File: config.mk
export PLATFORM = sky130hd
export DESIGN_NAME = fir_mac_sequencer
export DESIGN_NICKNAME = d
export VERILOG_FILES = /design/src/rtl/fir_mac_sequencer.sv
export SDC_FILE = /design/constraint.sdc
export NUM_CORES = 1
export LEC_CHECK = 0
export CAP_MARGIN = 20
export CORE_ASPECT_RATIO = 1.75
export CORE_MARGIN = 5
export CORE_UTILIZATION = 55
export CTS_CLUSTER_SIZE = 28
export DETAILED_ROUTE_END_ITERATION = 10
export GPL_TIMING_DRIVEN = 0
export PLACE_DENSITY = 0.85
export SLEW_MARGIN = 40
export SYNTH_ARGS = -nofsm -noshare
export SYNTH_HDL_FRONTEND = slang
export SYNTH_SLANG_ARGS = --single-unit
File: constraint.sdc
create_clock -name clk -period 5 [get_ports clk]
set_input_delay 0.75 -clock clk [delete_from_list [all_inputs] [get_ports clk]]
set_output_delay 0.75 -clock clk [all_outputs]
set_load 0.01 [all_outputs]
File: src/rtl/fir_mac_sequencer.sv
// Time-shared FIR sequencer: one multiplier and one accumulator are reused
// across all taps, with a valid/ready sample input, a result output and a coefficient write port.
module fir_mac_sequencer #(
  parameter int TAPS = 3,
  parameter int DW   = 8,
  parameter int CW   = 8,
  parameter int OW   = 16,
  parameter int AW   = 2
) (
  input  logic          clk,
  input  logic          rst_n,
  input  logic          cfg_we,
  input  logic [AW-1:0] cfg_addr,
  input  logic [CW-1:0] cfg_data,
  output logic          cfg_err,
  input  logic          in_valid,
  output logic          in_ready,
  input  logic [DW-1:0] in_data,
  output logic          out_valid,
  input  logic          out_ready,
  output logic [OW-1:0] out_data,
  output logic          busy
);

  localparam int DEPTH = 2 ** AW;
  localparam logic [AW:0]   TAPS_W = (AW + 1)'(TAPS);
  localparam logic [AW-1:0] K_LAST = AW'(TAPS - 1);

  typedef enum logic [1:0] {IDLE, MAC, OUT} state_t;

  state_t            state_q, state_d;
  logic [DW-1:0]     x    [DEPTH];
  logic [CW-1:0]     coef [DEPTH];
  logic [OW-1:0]     acc;
  logic [OW-1:0]     sum;
  logic [AW-1:0]     k;
  logic [DW+CW-1:0]  prod;
  logic              accept;
  logic              cfg_ok;

  // Arrays are padded to 2^AW entries so the tap index never runs out of range;
  // entries at or above TAPS stay zero.
  assign prod = {{CW{1'b0}}, x[k]} * {{DW{1'b0}}, coef[k]};
  assign sum  = acc + OW'(prod);

  always_comb begin
    state_d   = state_q;
    in_ready  = 1'b0;
    busy      = 1'b0;
    out_valid = 1'b0;
    accept    = 1'b0;
    cfg_ok    = 1'b0;
    unique case (state_q)
      IDLE: begin
        in_ready = 1'b1;
        accept   = in_valid;
        cfg_ok   = cfg_we && ({1'b0, cfg_addr} < TAPS_W);
        if (in_valid) state_d = MAC;
      end
      MAC: begin
        busy = 1'b1;
        if (k == K_LAST) state_d = OUT;
      end
      OUT: begin
        busy      = 1'b1;
        out_valid = 1'b1;
        if (out_ready) state_d = IDLE;
      end
      default: state_d = IDLE;
    endcase
  end

  always_ff @(posedge clk or negedge rst_n) begin
    if (!rst_n) state_q <= IDLE;
    else        state_q <= state_d;
  end

  always_ff @(posedge clk or negedge rst_n) begin
    if (!rst_n) begin
      for (int unsigned j = 0; j < DEPTH; j++) begin
        x[j]    <= '0;
        coef[j] <= '0;
      end
      acc      <= '0;
      k        <= '0;
      out_data <= '0;
      cfg_err  <= 1'b0;
    end else begin
      cfg_err <= cfg_we && !cfg_ok;
      if (cfg_ok) coef[cfg_addr] <= cfg_data;
      if (accept) begin
        x[0] <= in_data;
        for (int unsigned j = 1; j < TAPS; j++) x[j] <= x[j-1];
        acc <= '0;
        k   <= '0;
      end else if (state_q == MAC) begin
        acc <= sum;
        k   <= k + 1'b1;
        if (k == K_LAST) out_data <= sum;
      end
    end
  end

endmodule

==> reports/results.txt <==
status - complete, but fails checks
failing checks - negative setup slack
Crit path top cell by count - fa_1
Final Hold Vio Count - 0
drt total wl - 18.3 mm
Ys Warns - 8
GRT Total Usage - 0.253
CTS tree - built
Avg WL per Cell - 19.2 µm
antenna violations before repair - 0
core footprint - 11,600 µm²
RSZ-0062 raised after global routing - true
# IOs - 43
ANT nets after route - 0
Antenna Cells - 0
drt drc - 0
critical path depth - 20
fillcell total - 742
CTS root buffer - clkbuf_16
Avg Inst Size Synth - 9.28 µm²
Slew HR - 0.452
Final WS setup - -0.113 ns
synthesis-to-finish area growth - 32.2%
Starting Density - 0.561
final slew viol count - 0
1st-iter DRT viols - 262
via count - 5,415
clock transition at the registers of the reported paths - 0.08 ns
crit-path cells - buf_6, buf_12, nor2_4, buf_6, a21o_1, nand2_1, fa_1, inv_1, fa_1, fa_1, inv_1, fa_1, inv_2, ha_4, a21oi_4, o211ai_1, buf_4, a2111oi_4, or3_1, a31oi_1
commonest non-fill, non-tap cells in the layout - 141 x nand2_1, 100 x inv_1, 93 x dfrtp_1
Worst R2R Path Depth - 20
min Tclk post-route - 5.11 ns
Die Y - 154 µm
post-synthesis sequential area ratio - 0.356
Worst Clk Skew - 0.0111 ns
post-DP HPWL - 12.0 mm
Setup CP Type - reg -> reg
endpoint class of the critical path - flop
largest net degree at the start of global routing - 59
drt via density - 5.70
setup TNS - -0.369 ns
Die W - 92.4 µm
worst-path maximum fanout - 6
share of cells above drive strength 1 - 0.264
CTS max path bufs - 2
clock tree sinks - 93
H-tree depth - 3
die area - 14,200 µm²
total grt overflow - 0
Crit path max-delay family - adder cells
Peak Freq - 0.196 GHz
hold_buf cts - 0
CP max-delay cell - fa_1
crit share post-route - 1.02
Max Cap Violations - 0
Row Count - 52
first-pass GRT wire length - 28.4 mm
vias in the first global route - 5,698
drt first pass iters - 5
Slew @ Worst Pin - 0.822 ns
Worst Hold Class - in -> async
CP startpoint kind - flop
post-synth cell types - 43
gp weighted congestion - 0.990
Syn Inst Count - 704
TritonCTS Buffers - 9
fin nets - 922
crit-path max cell delay - 0.57 ns
CP required - 5.21 ns
Setup-failing EPs final - 6
Seq cells post-synth - 93
most common cell after layout, fill and taps aside - nand2_1
Syn Nets - 816
Clock Latency Late Sink - 0.35 ns
Buf/Inv on CP - 7
Mapped Area - 6540 µm²
port bufs - 42
Worst EP arrival - 5.32 ns
through the flow:
stage	util	cell area (µm²)	instances	setup WS (ns)	hold slack, ns
finish	0.742	8640	950	-0.113	0.288
CTS	0.708	8250	933	-0.0111	0.295
floorplan	-	6560	704	0.00912	0.424
global placement	0.614	7150	881	-0.651	0.436
global route	0.742	8640	950	-0.285	0.311
detailed placement	0.617	7180	882	-0.726	0.442
synth_stat cells, drive strengths merged:
| cell type | number | share of area |
|---|---|---|
| a21oi | 20 | 0.015 |
| a211oi | 5 | 0.0057 |
| xnor2 | 10 | 0.013 |
| a2111oi | 1 | 0.0023 |
| nor2b | 1 | 0.00096 |
| buf | 10 | 0.0084 |
| o211ai | 2 | 0.0023 |
| or4 | 1 | 0.0011 |
| nor3 | 6 | 0.0054 |
| xor2 | 3 | 0.0040 |
| o21bai | 2 | 0.0023 |
| o21a | 7 | 0.0080 |
| ha | 39 | 0.075 |
| nand2b | 1 | 0.00096 |
| o2111ai | 3 | 0.0040 |
| nand3 | 5 | 0.0038 |
| o31a | 1 | 0.0015 |
| or2 | 1 | 0.00096 |
| o211a | 1 | 0.0015 |
| a21boi | 1 | 0.0011 |
| dfrtp | 93 | 0.36 |
| clkbuf | 20 | 0.011 |
| mux2i | 22 | 0.034 |
| a21o | 5 | 0.0057 |
| and2 | 5 | 0.0048 |
| mux2 | 32 | 0.055 |
| nand4b | 1 | 0.0013 |
| o21ai | 26 | 0.020 |
| a222oi | 1 | 0.0015 |
| o221ai | 1 | 0.0013 |
| mux4 | 2 | 0.0069 |
| nor2 | 54 | 0.031 |
| nand2 | 153 | 0.088 |
| clkinv | 1 | 0.00057 |
| nor4 | 2 | 0.0019 |
| or3 | 4 | 0.0038 |
| a31oi | 4 | 0.0038 |
| fa | 50 | 0.15 |
| inv | 108 | 0.062 |
logic make-up after synthesis:
| family | count (synthesis) | synth area share |
|---|---|---|
| compound gates | 80 | 0.0766 |
| xor+xnor | 13 | 0.0174 |
| fa+ha+maj | 89 | 0.228 |
| buf+inv | 139 | 0.0825 |
| flops | 93 | 0.356 |
| mux | 56 | 0.0957 |
| simple gates | 234 | 0.144 |
per-layer routing:
layer  up-vias  wire length (µm)  global-route usage
met5         -                 0                   0
met2       202              9820               0.468
met4         0              1330               0.139
met1      2696              6390               0.273
li1       2437                 -                   -
met3        80               728              0.0340
flip-flops by register name (all words and copies together), names as in the netlist:
signal and count:
acc 16, cfg_err 1, coef 32, k 2, out_data 16, state_q 2, x 24
final timing paths:
kind,endpoint,slack (ns),startpoint
max,acc[15],-0.11,k[1]
max reg2reg,acc[15],-0.11,k[1]
min reg2reg,coef[7],0.46,coef[7]
min,coef[17],0.29,rst_n
max in group asynchronous,out_data[3],4.10,rst_n
min in group clk,coef[7],0.46,coef[7]
layout make-up:
type | instances | area, µm² | area share
Sequential cell | 93 | 2330 | 0.269
Timing Repair Buffer | 96 | 932 | 0.108
Multi-Input combinational cell | 472 | 4300 | 0.498
Tap cell | 135 | 169 | 0.0196
Clock buffer | 9 | 225 | 0.0261
Inverter | 109 | 413 | 0.0478
Clock inverter | 7 | 87.6 | 0.0101
Buffer | 29 | 186 | 0.0216
what timing repair did:
item	4_1_cts	5_1_grt
pin swaps	36	40
hold endpoints to repair	0	0
gates cloned	2	0
gates resized for setup	111	66
endpoints found under the setup margin	17	16
buffers inserted	33	22
Power is not shown: default switching activity piles up to over one toggle a cycle in this logic, so the estimate is an artifact.
